$ cat src/rtl/game_ctrl_if.sv
// ---------------------------------------------------------------------------
// game_ctrl_if
// Signal bundle between the game controller and the rest of the game.
//   Inputs to the controller (driven by the environment):
//     frame_tick                          one-cycle pulse per video frame
//     key_start/key_left/key_right/key_jump  keyboard levels, synchronous to clk
//     hit                                 one-cycle pulse: player hit by a barrel
//     win                                 one-cycle pulse: player reached the goal
//   Outputs from the controller:
//     start_game                          enables the player movement block
//     left/right/jump                     gated movement commands
//     player_rst                          one-cycle pulse: player back to start
//     lives[1:0]                          remaining lives
//     game_state[2:0]                     MENU=0 PLAY=1 HIT=2 WIN=3 OVER=4
// The master modport is the environment side, the slave modport is game_ctrl.
// ---------------------------------------------------------------------------
interface game_ctrl_if;
  logic       frame_tick;
  logic       key_start;
  logic       key_left;
  logic       key_right;
  logic       key_jump;
  logic       hit;
  logic       win;

  logic       start_game;
  logic       left;
  logic       right;
  logic       jump;
  logic       player_rst;
  logic [1:0] lives;
  logic [2:0] game_state;

  modport master (
    output frame_tick, key_start, key_left, key_right, key_jump, hit, win,
    input  start_game, left, right, jump, player_rst, lives, game_state
  );

  modport slave (
    input  frame_tick, key_start, key_left, key_right, key_jump, hit, win,
    output start_game, left, right, jump, player_rst, lives, game_state
  );
endinterface

$ cat src/rtl/game_ctrl.sv
// ---------------------------------------------------------------------------
// game_ctrl
// Top-level game flow controller: menu, play, hit freeze, win and game-over
// screens, life counting and gating of the player movement commands.
//
// Parameters:
//   LIVES_INIT        lives loaded when a game starts (1..3)
//   HIT_FREEZE_FRAMES frame ticks the game stays frozen after a hit
//   END_HOLD_FRAMES   frame ticks the WIN / OVER screen is held
// Ports:
//   clk   system clock (single domain)
//   rst   asynchronous, active-low reset
//   bus   game_ctrl_if.slave -- keys, frame_tick, hit, win in;
//         start_game, left, right, jump, player_rst, lives, game_state out
// ---------------------------------------------------------------------------
module game_ctrl #(
  parameter int LIVES_INIT        = 3,
  parameter int HIT_FREEZE_FRAMES = 120,
  parameter int END_HOLD_FRAMES   = 240
) (
  input  logic       clk,
  input  logic       rst,
  game_ctrl_if.slave bus
);

  typedef enum logic [2:0] {
    S_MENU = 3'd0,
    S_PLAY = 3'd1,
    S_HIT  = 3'd2,
    S_WIN  = 3'd3,
    S_OVER = 3'd4
  } state_t;

  localparam logic [1:0] LIVES_LOAD = 2'(LIVES_INIT);
  localparam logic [9:0] HIT_LAST   = 10'(HIT_FREEZE_FRAMES - 1);
  localparam logic [9:0] END_LAST   = 10'(END_HOLD_FRAMES - 1);
  localparam logic [9:0] CNT_MAX    = 10'h3FF;

  // Life decrement that stops at zero instead of wrapping to 3.
  function automatic logic [1:0] lives_dec_sat(input logic [1:0] v);
    return (v == 2'd0) ? 2'd0 : v - 2'd1;
  endfunction

  // Frame counter increment that sticks at all-ones instead of wrapping.
  function automatic logic [9:0] cnt_inc_sat(input logic [9:0] v);
    return (v == CNT_MAX) ? CNT_MAX : v + 10'd1;
  endfunction

  state_t     state_q,      state_d;
  logic [1:0] lives_q,      lives_d;
  logic [9:0] frame_cnt_q,  frame_cnt_d;
  logic       player_rst_q, player_rst_d;
  logic       start_q;
  logic       start_rise;
  logic       hit_done;
  logic       end_done;

  // start_q resets to 1 so a key already held through reset is not an edge.
  assign start_rise = bus.key_start & ~start_q;

  // Terminal compares are qualified by the tick itself, so the count that
  // reaches LAST on one tick exits on the next tick, not immediately.
  assign hit_done = bus.frame_tick && (frame_cnt_q == HIT_LAST);
  assign end_done = bus.frame_tick && (frame_cnt_q == END_LAST);

  // State register
  always_ff @(posedge clk or negedge rst) begin
    if (!rst) begin
      state_q      <= S_MENU;
      lives_q      <= 2'd0;
      frame_cnt_q  <= 10'd0;
      player_rst_q <= 1'b0;
      start_q      <= 1'b1;
    end else begin
      state_q      <= state_d;
      lives_q      <= lives_d;
      frame_cnt_q  <= frame_cnt_d;
      player_rst_q <= player_rst_d;
      start_q      <= bus.key_start;
    end
  end

  // Next-state logic
  always_comb begin
    state_d      = state_q;
    lives_d      = lives_q;
    frame_cnt_d  = frame_cnt_q;
    player_rst_d = 1'b0;

    case (state_q)
      S_MENU: begin
        if (start_rise) begin
          state_d      = S_PLAY;
          lives_d      = LIVES_LOAD;
          frame_cnt_d  = 10'd0;
          player_rst_d = 1'b1;
        end
      end

      S_PLAY: begin
        // A win on the same cycle as a hit is still a win.
        if (bus.win) begin
          state_d     = S_WIN;
          frame_cnt_d = 10'd0;
        end else if (bus.hit) begin
          frame_cnt_d = 10'd0;
          if (lives_q > 2'd1) begin
            state_d = S_HIT;
            lives_d = lives_dec_sat(lives_q);
          end else begin
            state_d = S_OVER;
            lives_d = 2'd0;
          end
        end
      end

      S_HIT: begin
        if (hit_done) begin
          state_d      = S_PLAY;
          frame_cnt_d  = 10'd0;
          player_rst_d = 1'b1;
        end else if (bus.frame_tick) begin
          frame_cnt_d = cnt_inc_sat(frame_cnt_q);
        end
      end

      S_WIN, S_OVER: begin
        if (end_done) begin
          state_d     = S_MENU;
          frame_cnt_d = 10'd0;
        end else if (bus.frame_tick) begin
          frame_cnt_d = cnt_inc_sat(frame_cnt_q);
        end
      end

      default: begin
        state_d     = S_MENU;
        frame_cnt_d = 10'd0;
      end
    endcase

    // Every path into player_rst leaves PLAY-entry states, so back-to-back
    // pulses cannot happen; the guard keeps that true if the FSM grows.
    player_rst_d = player_rst_d & ~player_rst_q;
  end

  // Outputs: movement gating is combinational so it drops with the state.
  assign bus.start_game = (state_q == S_PLAY);
  assign bus.left       = (state_q == S_PLAY) & bus.key_left  & ~bus.key_right;
  assign bus.right      = (state_q == S_PLAY) & bus.key_right & ~bus.key_left;
  assign bus.jump       = (state_q == S_PLAY) & bus.key_jump;
  assign bus.player_rst = player_rst_q;
  assign bus.lives      = lives_q;
  assign bus.game_state = state_q;

endmodule
$ cat src/flat_wrapper.sv
// flat-port wrapper written by rule: the top's interface ports become plain ports
module game_ctrl_flat 
#(
  parameter int LIVES_INIT        = 3,
  parameter int HIT_FREEZE_FRAMES = 120,
  parameter int END_HOLD_FRAMES   = 240
)
  (clk, rst, bus_frame_tick, bus_key_start, bus_key_left, bus_key_right, bus_key_jump, bus_hit, bus_win, bus_start_game, bus_left, bus_right, bus_jump, bus_player_rst, bus_lives, bus_game_state);
  game_ctrl_if bus_i ();
  input  logic clk;
  input  logic rst;
  input wire logic [$bits(bus_i.frame_tick)-1:0] bus_frame_tick;
  input wire logic [$bits(bus_i.key_start)-1:0] bus_key_start;
  input wire logic [$bits(bus_i.key_left)-1:0] bus_key_left;
  input wire logic [$bits(bus_i.key_right)-1:0] bus_key_right;
  input wire logic [$bits(bus_i.key_jump)-1:0] bus_key_jump;
  input wire logic [$bits(bus_i.hit)-1:0] bus_hit;
  input wire logic [$bits(bus_i.win)-1:0] bus_win;
  output wire logic [$bits(bus_i.start_game)-1:0] bus_start_game;
  output wire logic [$bits(bus_i.left)-1:0] bus_left;
  output wire logic [$bits(bus_i.right)-1:0] bus_right;
  output wire logic [$bits(bus_i.jump)-1:0] bus_jump;
  output wire logic [$bits(bus_i.player_rst)-1:0] bus_player_rst;
  output wire logic [$bits(bus_i.lives)-1:0] bus_lives;
  output wire logic [$bits(bus_i.game_state)-1:0] bus_game_state;
  assign bus_i.frame_tick = bus_frame_tick;
  assign bus_i.key_start = bus_key_start;
  assign bus_i.key_left = bus_key_left;
  assign bus_i.key_right = bus_key_right;
  assign bus_i.key_jump = bus_key_jump;
  assign bus_i.hit = bus_hit;
  assign bus_i.win = bus_win;
  assign bus_start_game = bus_i.start_game;
  assign bus_left = bus_i.left;
  assign bus_right = bus_i.right;
  assign bus_jump = bus_i.jump;
  assign bus_player_rst = bus_i.player_rst;
  assign bus_lives = bus_i.lives;
  assign bus_game_state = bus_i.game_state;
  game_ctrl #(.LIVES_INIT(LIVES_INIT), .HIT_FREEZE_FRAMES(HIT_FREEZE_FRAMES), .END_HOLD_FRAMES(END_HOLD_FRAMES)) u_core (.clk(clk), .rst(rst), .bus(bus_i));
endmodule
$ cat config.mk
export PLATFORM = sky130hd
export DESIGN_NAME = game_ctrl_flat
export DESIGN_NICKNAME = d
export VERILOG_FILES = /design/src/rtl/game_ctrl_if.sv /design/src/rtl/game_ctrl.sv /design/src/flat_wrapper.sv
export SDC_FILE = /design/constraint.sdc
export NUM_CORES = 1
export LEC_CHECK = 0
export CAP_MARGIN = 20
export CORE_MARGIN = 10
export CORE_UTILIZATION = 52
export DETAILED_ROUTE_END_ITERATION = 7
export PLACE_DENSITY = 0.78
export SLEW_MARGIN = 20
export SYNTH_ARGS = -nofsm -noshare
export SYNTH_HDL_FRONTEND = slang
export SYNTH_SLANG_ARGS = --single-unit
$ cat constraint.sdc
create_clock -name clk -period 2.3 [get_ports clk]
set_input_delay 0.23 -clock clk [delete_from_list [all_inputs] [get_ports clk]]
set_output_delay 0.23 -clock clk [all_outputs]
set_load 0.005 [all_outputs]
==> flow_summary.ini, run 1 <==
[status]
run_status = completed

[logic_synthesis]
yosysTopAreaCellShare_pct = 35.8
post_synth_main_area_contributors = sky130_fd_sc_hd__dfrtp_1, sky130_fd_sc_hd__o21ai_0, sky130_fd_sc_hd__nand2_1, sky130_fd_sc_hd__nor2_1, sky130_fd_sc_hd__o21a_1
synth_fp_nets = 136
yosys_most_used_dff = sky130_fd_sc_hd__dfrtp_1
synthDistinctLibCells = 45
yosysSeqAreaShare_pct = 38.1
yosysTopAreaCell = sky130_fd_sc_hd__dfrtp_1
synth.cell_area_um2 = 1120
synth_edf_count = 0
synth-warning-count = 0
synthesis.instances = 126
share_of_flip_flops_with_an_asynchronous_set_or_reset_after_synthesis_pct = 100
synth-seq-cells = 17
syn_area_per_cell_um2 = 8.88

[power]
power.share.combinational_pct = 50.9
ir_worst_vdd_mv = 0.541
power-per-cell-area_nw_per_um2 = 853
total_net_switching_power_uw = 490
switching_share_pct = 41.9
power_frac_clock_pct = 14.1
cellInternalPower_uw = 679
p_total_uw = 1170
share_seq_of_total_power_pct = 35.0
p_leak_uw = 0.000526

[route]
detail_route.iter0.violations = 71
drt-total-wl_um = 2890
drtAntennaViolNets = 0
remaining_drc_errors = 0
drt_first_pass_iters = 4
via_count = 1041
routed_via_density = 5.95
wl_cell_um = 16.5

[cts]
clock_tree.htree_level_count = 1
cts.reportedPaths.clkPinSlew_ns = 0.10
tritoncts_clock_tree = yes
numClockSinks = 17
ctsLongestPathBuffers = 2
ctsHoldBuffers = 0
clock_latency_ns = 0.29
cts_buffers = 3
root_driver = sky130_fd_sc_hd__clkbuf_4

[floorplan]
floorplan.initialDensity_pct = 55.9
core_area_um2 = 2000
die_area_um2 = 4410
design.portCount = 19
die_width_um = 66.4
fp-row-count = 16
floorplan.die.height_um = 66.4

[cells_and_area]
layout-drive-gt1-share_pct = 13.5
final_common_cell = sky130_fd_sc_hd__clkdlybuf4s50_1
final_net_count = 159
postLayoutCoreUtil_pct = 68.4
most-common-layout-cells = sky130_fd_sc_hd__clkdlybuf4s50_1, sky130_fd_sc_hd__dfrtp_1, sky130_fd_sc_hd__nand2_1
area_growth_syn_to_layout_pct = 22.5
final_antenna_diode_count = 0

[grt]
grtUsageTotal_pct = 14.5
grt_antenna_before_repair = 0
grt_pass1_vias = 1043
largest_net_degree_at_the_start_of_global_routing = 18
wire_length_of_the_first_global_routing_pass_um = 5030
grt_remaining_overflow = 0

[run]
max-cap-violations = 0

[sta]
worst_slew_pin_slew_ns = 0.794
finalMaxSlewViolations = 0
rsz_0062_raised_after_global_routing = false
relSlewSlack_pct = 46.9
finalHoldWorstSlack_ns = 0.367
clock-skew-final_ns = 0.00445
max_freq_ghz = 0.474
post_route_clock_period_utilization_pct = 91.8
final_period_minus_worst_setup_slack_ns = 2.11
fin_setup_tns_ns = 0
final-setup-viol-count = 0
fin_ws_ns = 0.189
hold_viol_final = 0

[setup_path]
critPathMaxFanout = 7
critPathRequiredTime_ns = 2.07
type_of_destination_of_the_critical_path = output port
timing.critical_path.from_type = flop
arrival_ns = 1.88
worst-setup-path-type = flop to output port

[placement]
gp_routability_congestion = 0.859
dpl.hpwl_um = 2210
dpl_worst_slack_ns = 0.176
numPortBuffers = 18

[hold_path]
min-delay-path-class = input pin to flop
## worst max-delay path, cell delays in order, from the launching register on
cell,delay (ns)
sky130_fd_sc_hd__dfrtp_1,0.48
sky130_fd_sc_hd__nor2_2,0.23
sky130_fd_sc_hd__nand2_1,0.14
sky130_fd_sc_hd__nor3b_1,0.21
sky130_fd_sc_hd__clkdlybuf4s50_1,0.54
## cells by family after synthesis
kind of cell / count (synthesis) / share of synthesized area [%]
flops: 17 / 38.1
xor+xnor: 1 / 0.783
simple gates: 56 / 29.4
compound gates: 40 / 25.7
fa+ha+maj: 1 / 1.12
buf+inv: 11 / 4.81
## flip-flops by register name, indices dropped and copies added, names as in the netlist
name                   flops
u_core.frame_cnt_q        10
u_core.bus.player_rst      1
u_core.bus.lives           2
u_core.bus.game_state      3
u_core.start_q             1
## power groups by stage
stage / Combinational [uW] / Clock (uW) / Sequential [uW]
finish: 596 / 164 / 409
global route: 662 / 186 / 421
CTS: 598 / 169 / 405
detailed placement: 596 / 0 / 411
global placement: 585 / 0 / 411
floorplan: 391 / 0 / 388
## cell usage after synthesis, types with 2 or more instances
master,count
sky130_fd_sc_hd__nand3_1,6
sky130_fd_sc_hd__dfrtp_1,16
sky130_fd_sc_hd__o21a_1,5
sky130_fd_sc_hd__nand4_1,2
sky130_fd_sc_hd__nor3b_1,2
sky130_fd_sc_hd__inv_1,5
sky130_fd_sc_hd__buf_4,3
sky130_fd_sc_hd__a31oi_1,3
sky130_fd_sc_hd__o22ai_1,5
sky130_fd_sc_hd__nor2_1,11
sky130_fd_sc_hd__o21ai_1,2
sky130_fd_sc_hd__nor3_1,6
sky130_fd_sc_hd__o21ai_0,10
sky130_fd_sc_hd__a21oi_1,2
sky130_fd_sc_hd__nand2_1,11
sky130_fd_sc_hd__nor2b_1,3
sky130_fd_sc_hd__and3_1,2
sky130_fd_sc_hd__o31ai_1,4
sky130_fd_sc_hd__nor4_1,2
## path summary, 6_finish.rpt
| check | from | to | slack, ns | depth (start not counted) |
|---|---|---|---|---|
| max | u_core.bus.game_state[2]$_DFFE_PN0P_ | bus_left | 0.19 | 4 |
| min | bus_key_start | u_core.start_q$_DFF_PN1_ | 0.37 | 1 |
| max reg2reg | u_core.frame_cnt_q[0]$_DFFE_PN0P_ | u_core.frame_cnt_q[0]$_DFFE_PN0P_ | 0.22 | 7 |
| min reg2reg | u_core.bus.player_rst$_DFF_PN0_ | u_core.bus.player_rst$_DFF_PN0_ | 0.43 | 1 |
| max in group asynchronous | rst | u_core.bus.game_state[1]$_DFFE_PN0P_ | 1.37 | 1 |
| min in group asynchronous | rst | u_core.bus.game_state[0]$_DFFE_PN0P_ | 0.39 | 1 |
## metal layers
metal / wire, um / track usage, %
met1: 1310 / 17.5
met2: 1430 / 23.7
met3: 133 / 3.90
met4: 21 / 5.50
met5: 0 / 0
## metrics by stage
step,std cells,area [um2]
after global placement,171,1340
final,175,1370
after global routing,175,1370
after floorplan,126,1120
after CTS,175,1370
after detailed placement,171,1340
## cell type report
| type | instances | area [um2] |
|---|---|---|
| multi-input cells | 98 | 641 |
| fillers | 167 | 632 |
| flip-flops and latches | 17 | 428 |
| repair buffers | 23 | 218 |
| well taps | 27 | 33.8 |
| clock buffers | 3 | 22.5 |
| inverters | 6 | 22.5 |
| clock inverters | 1 | 5.00 |
## timing repair
action                     4_1_cts  5_1_grt
setup endpoints to repair        0        2
gates resized for setup          0        2
setup buffers                    0        0
Note: power is estimated with default switching activity, not from simulation.
==> run 2: changes to the inputs <==
--- a/config.mk
+++ b/config.mk
@@ -6,10 +6,11 @@
 export NUM_CORES = 1
 export LEC_CHECK = 0
 export CAP_MARGIN = 20
+export CORE_ASPECT_RATIO = 0.9
 export CORE_MARGIN = 10
-export CORE_UTILIZATION = 52
+export CORE_UTILIZATION = 56
 export DETAILED_ROUTE_END_ITERATION = 7
-export PLACE_DENSITY = 0.78
+export PLACE_DENSITY = 0.84
 export SLEW_MARGIN = 20
 export SYNTH_ARGS = -nofsm -noshare
 export SYNTH_HDL_FRONTEND = slang
==> constraint.sdc (replaced) <==
create_clock -name clk -period 2.55 [get_ports clk]
set_input_delay 0.255 -clock clk [delete_from_list [all_inputs] [get_ports clk]]
set_output_delay 0.255 -clock clk [all_outputs]
set_load 0.005 [all_outputs]
==> run 2 against run 1 <==
  * Clock-buffer cell count rose by 1
  * Hold slack improved by 0.0098 ns
  * Critical path depth did not move
  * Wire length fell by 9.6%
  * Cell count fell by 4.0%
  * Global-route usage fell by 1.4 points
  * Clock skew barely moved
  * Sequential share of layout area rose by 0.91 points
  * Via count did not move
  * Clock power fell by 12%
  * Core utilization rose by 0.91 points
  * Die area fell by 5.0%
  * Critical endpoint unchanged
  * Largest power group unchanged
==> flow_summary.ini, run 2 (synthesis results as in run 1) <==
[setup_path]
arrival_ns = 2.01
ff2ff_path_depth = 6
crit_path_start = u_core.bus.game_state[2]$_DFFE_PN0P_
timing.critical_path.from_type = flop
setup.reg_to_reg.worst_slack_ns = 0.46
worst_setup_path_endpoint = bus_left
critPathRequiredTime_ns = 2.30
worst_path_largest_cell_delay_ns = 0.54
slowest_stage = sky130_fd_sc_hd__dfrtp_1
type_of_destination_of_the_critical_path = output port
critical_path.reg2reg.endpoint = u_core.frame_cnt_q[7]$_DFFE_PN0P_
critical_path.cell_chain = nor2_2 > nand2_1 > nor3b_1 > clkdlybuf4s50_1
critPathMaxFanout = 11
worst-setup-path-type = flop to output port
r2r_start = u_core.frame_cnt_q[0]$_DFFE_PN0P_

[grt]
grtUsageTotal_pct = 13.1
grt_remaining_overflow = 0
largest_net_degree_at_the_start_of_global_routing = 18
wire_length_of_the_first_global_routing_pass_um = 4500
grt_antenna_before_repair = 0
grt_pass1_vias = 941

[floorplan]
core_area_um2 = 1910
floorplan.die.height_um = 62.4
die_area_um2 = 4190
die_width_um = 67.1
design.portCount = 19
floorplan.initialDensity_pct = 58.4
fp-row-count = 15

[cells_and_area]
register_bank_with_the_most_flops = u_core.frame_cnt_q
largest_register_ffs = 10
final_net_count = 154
final_antenna_diode_count = 0
most-common-layout-cells = sky130_fd_sc_hd__clkdlybuf4s50_1, sky130_fd_sc_hd__dfrtp_1, sky130_fd_sc_hd__nand2_1
layout-drive-gt1-share_pct = 9.09
final_common_cell = sky130_fd_sc_hd__clkdlybuf4s50_1
n_fill_cell = 161
area_growth_syn_to_layout_pct = 18.7

[sta]
finalMaxSlewViolations = 0
post_route_clock_period_utilization_pct = 88.7
final-setup-viol-count = 0
relSlewSlack_pct = 50.2
rsz_0062_raised_after_global_routing = false
clock-skew-final_ns = 0.00445
final_period_minus_worst_setup_slack_ns = 2.26
hold_viol_final = 0
worst_slew_pin_slew_ns = 0.744
max_freq_ghz = 0.442
fin_setup_tns_ns = 0
finalHoldWorstSlack_ns = 0.377

[power]
power.share.combinational_pct = 47.2
share_seq_of_total_power_pct = 38.6
power_frac_clock_pct = 14.2
switching_share_pct = 42.2
total_net_switching_power_uw = 427
cellInternalPower_uw = 585
ir_worst_vdd_mv = 0.535
p_leak_uw = 0.000501
power-per-cell-area_nw_per_um2 = 763

[cts]
numClockSinks = 17
clock_tree.htree_level_count = 1
ctsLongestPathBuffers = 2
clock_latency_ns = 0.29
cts_setup_buffers = 0
tritoncts_clock_tree = yes
cts.reportedPaths.clkPinSlew_ns = 0.10
ctsHoldBuffers = 0
root_driver = sky130_fd_sc_hd__clkbuf_4
cts_buffers = 3

[run]
max-cap-violations = 0

[route]
drt-total-wl_um = 2610
remaining_drc_errors = 0
via_count = 1041
routed_via_density = 6.20
detail_route.iter0.violations = 33
wl_cell_um = 15.6
drt_first_pass_iters = 4
drtAntennaViolNets = 0

[hold_path]
min-delay-path-class = input pin to flop
hold_depth = 1

[placement]
gp_routability_congestion = 0.959
numPortBuffers = 18
dpl.hpwl_um = 2030

[status]
run_status = completed
[run 2: worst min path at each step]
stage / from / end
3_3_place_gp: u_core.bus.player_rst$_DFF_PN0_ / u_core.bus.player_rst$_DFF_PN0_
6_report: bus_key_start / u_core.start_q$_DFF_PN1_
2_1_floorplan: rst / u_core.bus.game_state[0]$_DFFE_PN0P_
5_1_grt: bus_key_start / u_core.start_q$_DFF_PN1_
3_5_place_dp: u_core.bus.player_rst$_DFF_PN0_ / u_core.bus.player_rst$_DFF_PN0_
4_1_cts: bus_key_start / u_core.start_q$_DFF_PN1_
[run 2: area by class of cell]
| class | count | area, um2 | area share (%) |
|---|---|---|---|
| inverter | 6 | 22.5 | 1.70 |
| sequential | 17 | 427 | 32.1 |
| tap | 25 | 31.3 | 2.36 |
| clock buffer | 4 | 26.3 | 1.98 |
| timing repair buffer | 18 | 180 | 13.6 |
| multi-input combinational | 98 | 641 | 48.3 |
[run 2: through the flow]
stage | std cells | util [%] | area (um2) | power, uW | setup slack (ns)
after global placement | 164 | 67.8 | 1300 | 855 | 0.284
final | 168 | 69.3 | 1330 | 1010 | 0.289
after floorplan | 126 | - | 1120 | 703 | 0.732
after CTS | 168 | 69.2 | 1330 | 1010 | 0.167
after global routing | 168 | 69.3 | 1330 | 1100 | 0.0730
after detailed placement | 164 | 67.8 | 1300 | 870 | 0.213
[run 2: power by group through the flow]
stage          Combinational [uW]  Sequential (uW)  Clock (uW)
6_report                      478              391         144
5_1_grt                       527              404         165
4_1_cts                       478              388         149
3_5_place_dp                  477              393           0
3_3_place_gp                  465              391           0
2_1_floorplan                 353              350           0
[run 2: worst max-delay path: cells and delay by family, from the launching register on]
| family | cells | cell delay [ns] |
|---|---|---|
| buf+inv | 1 | 0.54 |
| flops | 1 | 0.54 |
| simple gates | 3 | 0.64 |
[run 2: repair_timing]
action / 4_1_cts / 5_1_grt
setup endpoints to repair: 0 / 1
gates resized for setup: 0 / 1
endpoints found under the hold margin: 0 / 0
[run 2: routing by layer]
| metal | part of all wire, % | global-route usage (%) | up-vias |
|---|---|---|---|
| li1 | - | - | 514 |
| met1 | 47 | 18.4 | 488 |
| met2 | 45 | 18.0 | 37 |
| met3 | 7.2 | 5.73 | 2 |
| met4 | 0.46 | 2.31 | 0 |
| met5 | 0 | 0 | - |
==> run 3: changes to the inputs <==
--- a/config.mk
+++ b/config.mk
@@ -10,6 +10,7 @@
 export CORE_MARGIN = 10
 export CORE_UTILIZATION = 56
 export DETAILED_ROUTE_END_ITERATION = 7
+export HOLD_SLACK_MARGIN = 0.06
 export PLACE_DENSITY = 0.84
 export SLEW_MARGIN = 20
 export SYNTH_ARGS = -nofsm -noshare
==> results of run 3 <==
The final DEF is identical to that of run 2; final timing and power are the same.
==> variant 1 (config.mk and constraints of run 1) <==
`HIT_FREEZE_FRAMES` is set to 120 in 2 places; all go to 90.
--- a/src/rtl/game_ctrl.sv
+++ b/src/rtl/game_ctrl.sv
@@ -15,7 +15,7 @@
 // ---------------------------------------------------------------------------
 module game_ctrl #(
   parameter int LIVES_INIT        = 3,
-  parameter int HIT_FREEZE_FRAMES = 120,
+  parameter int HIT_FREEZE_FRAMES = 90,
   parameter int END_HOLD_FRAMES   = 240
 ) (
   input  logic       clk,
--- a/src/flat_wrapper.sv
+++ b/src/flat_wrapper.sv
@@ -2,7 +2,7 @@
 module game_ctrl_flat 
 #(
   parameter int LIVES_INIT        = 3,
-  parameter int HIT_FREEZE_FRAMES = 120,
+  parameter int HIT_FREEZE_FRAMES = 90,
   parameter int END_HOLD_FRAMES   = 240
 )
   (clk, rst, bus_frame_tick, bus_key_start, bus_key_left, bus_key_right, bus_key_jump, bus_hit, bus_win, bus_start_game, bus_left, bus_right, bus_jump, bus_player_rst, bus_lives, bus_game_state);
Function: same outputs for any inputs over 10 cycles, from zero or initial values and one cycle with rst low; that may be too few to reach the edited logic, so the function may still have changed.
==> variant 1 against run 1 <==
Area after synthesis shrank 1.3%. Count of clock-buffer cells in the layout did not move. Sequential cell count unchanged. Via count is 2.3% lower. Setup slack improved by 0.012 ns. Design area fell by 4.6%. Clock skew up 0.0078 ns. Synthesized cell count up 1.6%. Wire length shrank 11%. Critical path type unchanged.
Power is not compared: it rests on default switching activity, and its combinational part moved more than twofold at a synthesized area within 25%.
==> variant 1: results (changes against run 1) <==
| Metric | Value |
|---|---|
| CP arrival | `1.87 ns` |
| Dpl hpwl | `1966 um (-11%)` |
| Worst Max-Slew Pin Slew | `0.7664 ns (-0.02716 ns)` |
| Register area share after synthesis | `38.66% (+0.52 points)` |
| Placer congestion estimate | `0.9130 (+6.3%)` |
| Layout cells sized above 1 | `12.24% (-1.3 points)` |
| Met2 Usage GRT | `21.50% (-2.2 points)` |
| Run status | `finished, final reports clean` |
| Synth Area in Compound Gates | `18.71% (-7.0 points)` |
| Max FO, Critical Path | `5 (-2)` |
| Comb power | `between 0.15 and 0.2 mW` |
| Post-synthesis mux area share | `0.9070% (+0.91 points)` |
| Via density | `5.845 (-1.7%)` |
| Setup WS post-layout | `0.2016 ns (+0.01241 ns)` |
| Routed met2 length | `1239 um (-13%)` |
| Synth Area in XOR/XNOR | `0% (-0.78 points)` |
| Placed cell count | `170 (-0.58%)` |
| Routed length on met3 | `202 um (+52%)` |
| Met1 Track Usage GR | `13.41% (-4.1 points)` |
| Average size of a mapped cell | `8.622 um2 (-2.9%)` |
| Pre-CTS WS | `0.2303 ns (+0.05475 ns)` |
| Clock Skews | `0.01223 ns (+0.007779 ns)` |
| Reg clk slew, reported paths | `roughly 0.11 ns` |
| Min Hold Slack | `0.3699 ns (+0.003135 ns)` |
| Critical path's top delay family | `simple AND/OR/NAND/NOR gates` |
| Top post-synthesis cells by count | `dfrtp_1, nand2_1, nor2_1, nand3_1, a21oi_1` |
| Placed inst area | `1280 um2 (-4.4%)` |
| First-pass GRT wire length | `4360 um (-13%)` |
| Min-delay worst type | `input port to asynchronous set/reset pin` |
| DRT met1 WL | `1095 um (-16%)` |
| Top Layer Used | `met4` |
| NetSw | `around 0.27 mW` |
| GRT Total Usage | `12.27% (-2.2 points)` |
| Mapped Nets | `139 (+2.2%)` |
| Met3 usage | `3.729% (-0.17 points)` |
| Initial drt markers | `64 (-9.9%)` |
| Top cells by area, synth | `dfrtp_1, nand2_1, nand3_1` |
| Vias in the first global route | `980 (-6.0%)` |
| Area Overhead vs Synth | `18.48%` |
| Fill cell count | `164 (-1.8%)` |
| Reg2reg setup slack | `0.32 ns (+0.10 ns)` |
| Finished Layout Cells | `174 (-0.57%)` |
| Setup TNS | `0 ns (unchanged)` |
| Clk root buf | `clkbuf_4` |
| Post-synthesis adder-cell area fraction | `2.268% (+1.1 points)` |
| Number of I/O port buffers | `18 (unchanged)` |
| Avg WL per Cell | `14.81 um (-10%)` |
| Netlist cell types | `37 (-18%)` |
| Total grt overflow | `0 (unchanged)` |
[variant 1: cell types whose count changed after synthesis, sizes merged, moves of 2 or more]
cell / before / now
o21a: 5 / 0
nor4: 3 / 1
nor2: 11 / 13
a31oi: 3 / 0
nor2b: 3 / 0
nand2: 11 / 15
a21oi: 2 / 9
o22ai: 6 / 3
nand3: 6 / 11
[variant 1: area by class of cell]
class / count / area share (%)
sequential: 17 / 32.63
clock inverter: 1 / 0.3828
inverter: 5 / 1.435
clock buffer: 3 / 1.722
timing repair buffer: 20 / 14.93
multi-input combinational: 101 / 46.32
tap: 27 / 2.584
[variant 1: path summary, 6_finish.rpt]
| check | endpoint | cells after the start |
|---|---|---|
| worst max-delay path | bus_left | 4 |
| worst min-delay path | u_core.frame_cnt_q[7] | 1 |
| worst max register to register | u_core.frame_cnt_q[7] | 6 |
| worst min register to register | u_core.bus.player_rst | 1 |
| max in group asynchronous | u_core.bus.game_state[1] | 1 |
| min in group clk | u_core.start_q | 1 |
==> variant 2 (settings of run 1) <==
Without the edit above. Compare `frame_cnt_q` against `HIT_LAST` with >= in place of ==.
--- a/src/rtl/game_ctrl.sv
+++ b/src/rtl/game_ctrl.sv
@@ -60,7 +60,7 @@
 
   // Terminal compares are qualified by the tick itself, so the count that
   // reaches LAST on one tick exits on the next tick, not immediately.
-  assign hit_done = bus.frame_tick && (frame_cnt_q == HIT_LAST);
+  assign hit_done = bus.frame_tick && (frame_cnt_q >= HIT_LAST);
   assign end_done = bus.frame_tick && (frame_cnt_q == END_LAST);
 
   // State register
Check against the original RTL: same outputs for any inputs over 10 cycles, from zero or initial values and one cycle with rst low; that may be too few to reach the edited logic, so the function may still have changed.
==> variant 2 against run 1 <==
Design area grew 3.0%. Sequential cell count is the same. Setup slack gained 0.080 ns. Wire length grew 5.1%. Synthesized cell count grew 17%. Total power shrank 3.0%. Critical endpoint unchanged. Area after synthesis grew 9.8%. Core utilization shrank 5.2 points.
==> variant 2: results (changes against run 1) <==
| Metric | Value |
|---|---|
| GRT Total Usage | `14.59% (+0.11 points)` |
| Antenna Nets Post-Route | `0 (unchanged)` |
| Setup WS post-layout | `0.2695 ns (+0.08039 ns)` |
| Mapped Nets | `158 (+16%)` |
| Pre-CTS WS | `0.3307 ns (+0.1551 ns)` |
| Largest Register | `u_core.frame_cnt_q` |
| Max-slew headroom | `49.25% (+2.3 points)` |
| Reg clk slew, reported paths | `~0.090 ns` |
| Post-synthesis mux area share | `0% (unchanged)` |
| Min-delay worst type | `input port to register` |
| Clock Skews | `0.009336 ns (+0.004883 ns)` |
| Vias in the first global route | `1161 (+11%)` |
| Via density | `6.362 (+6.9%)` |
| Number of antenna violations at the first check in global routing | `0 (unchanged)` |
| Top post-synthesis cells by count | `dfrtp_1, nand3_1, inv_1, nand2_1, o21ai_0` |
| Synth Area in Compound Gates | `24.64% (-1.1 points)` |
| NetSw | `0.4729 mW (-3.4%)` |
| CP arrival | `1.80 ns (-0.08 ns)` |
| Ys async rst share | `100.0% (unchanged)` |
| Crit path launch | `u_core.bus.game_state[2]` |
| H-tree Lvls | `1 (unchanged)` |
| Min Hold Slack | `0.3624 ns (-0.004366 ns)` |
| Worst reg2reg startpoint | `u_core.frame_cnt_q[0]` |
| Clock net power | `between 0.15 and 0.2 mW` |
| Leakage power | `0.5179 nW (-1.6%)` |
| Netlist cell types | `43 (-4.4%)` |
| Critical path's top delay family | `buffers and inverters` |
| Placed cell count | `184 (+7.6%)` |
| First-pass GRT wire length | `5457 um (+8.5%)` |
| Layout cells sized above 1 | `6.875% (-6.6 points)` |
| Post-synthesis adder-cell area fraction | `1.018% (-0.10 points)` |
| Dpl hpwl | `2211 um (about the same)` |
| Number of I/O port buffers | `18 (unchanged)` |
| Avg WL per Cell | `16.16 um (-2.1%)` |
| FF-to-FF End | `u_core.frame_cnt_q[1]` |
| Max rail drop VDD | `0.0005319 V (-1.6%)` |
| Register area share after synthesis | `34.73% (-3.4 points)` |
| Post-CTS setup buffers | `0 (unchanged)` |
| Crit path to | `bus_left` |
| Power per cell area | `803.8 nW/um2 (-5.8%)` |
| Finished Layout Cells | `188 (+7.4%)` |
| Reg2reg setup slack | `0.30 ns (+0.08 ns)` |
| # diodes | `0 (unchanged)` |
| Initial drt markers | `156 (+120%)` |
| Yosys warnings | `0 (unchanged)` |
| Synth Area in XOR/XNOR | `0% (-0.78 points)` |
| Post-Syn Instances | `148 (+17%)` |
| Final #Nets | `171 (+7.5%)` |
| Placed inst area | `1385 um2 (+3.5%)` |
| Top cells by area, synth | `dfrtp_1, nand3_1, o21ai_0` |
| Worst r2r path cells | `5 (-2)` |
| Run status | `finished, final reports clean` |
| Seq pwr | `0.430 mW (+5.1%)` |
| Largest net degree at the start of global routing | `19 (+1)` |
| Placer congestion estimate | `0.8940 (+4.1%)` |
variant 2: cell types whose count changed in the layout (fill, tap and decap cells not counted), sizes merged, moves of 3 or more:
| cell | run 1 | this run |
|---|---|---|
| o211ai | 1 | 5 |
| inv | 6 | 10 |
| nand3 | 6 | 12 |
| nand4 | 3 | 6 |
| a22oi | 0 | 6 |
| o21a | 5 | 0 |
| nor2 | 11 | 6 |
variant 2: layer usage:
layer / track usage (%) / vias to the layer above / share of wire (%)
li1: - / 584 / -
met1: 18.93 / 560 / 46
met2: 23.27 / 48 / 46
met3: 4.509 / 4 / 7.8
met4: 3.015 / 0 / 0.82
met5: 0 / - / 0
variant 2: cell type report:
| class | instances | area [um2] |
|---|---|---|
| fill | 197 | 822.0 |
| multi-input combinational | 108 | 683.2 |
| sequential | 17 | 426.7 |
| timing repair buffer | 21 | 202.7 |
| inverter | 10 | 37.54 |
| tap | 28 | 35.03 |
| clock buffer | 4 | 26.28 |
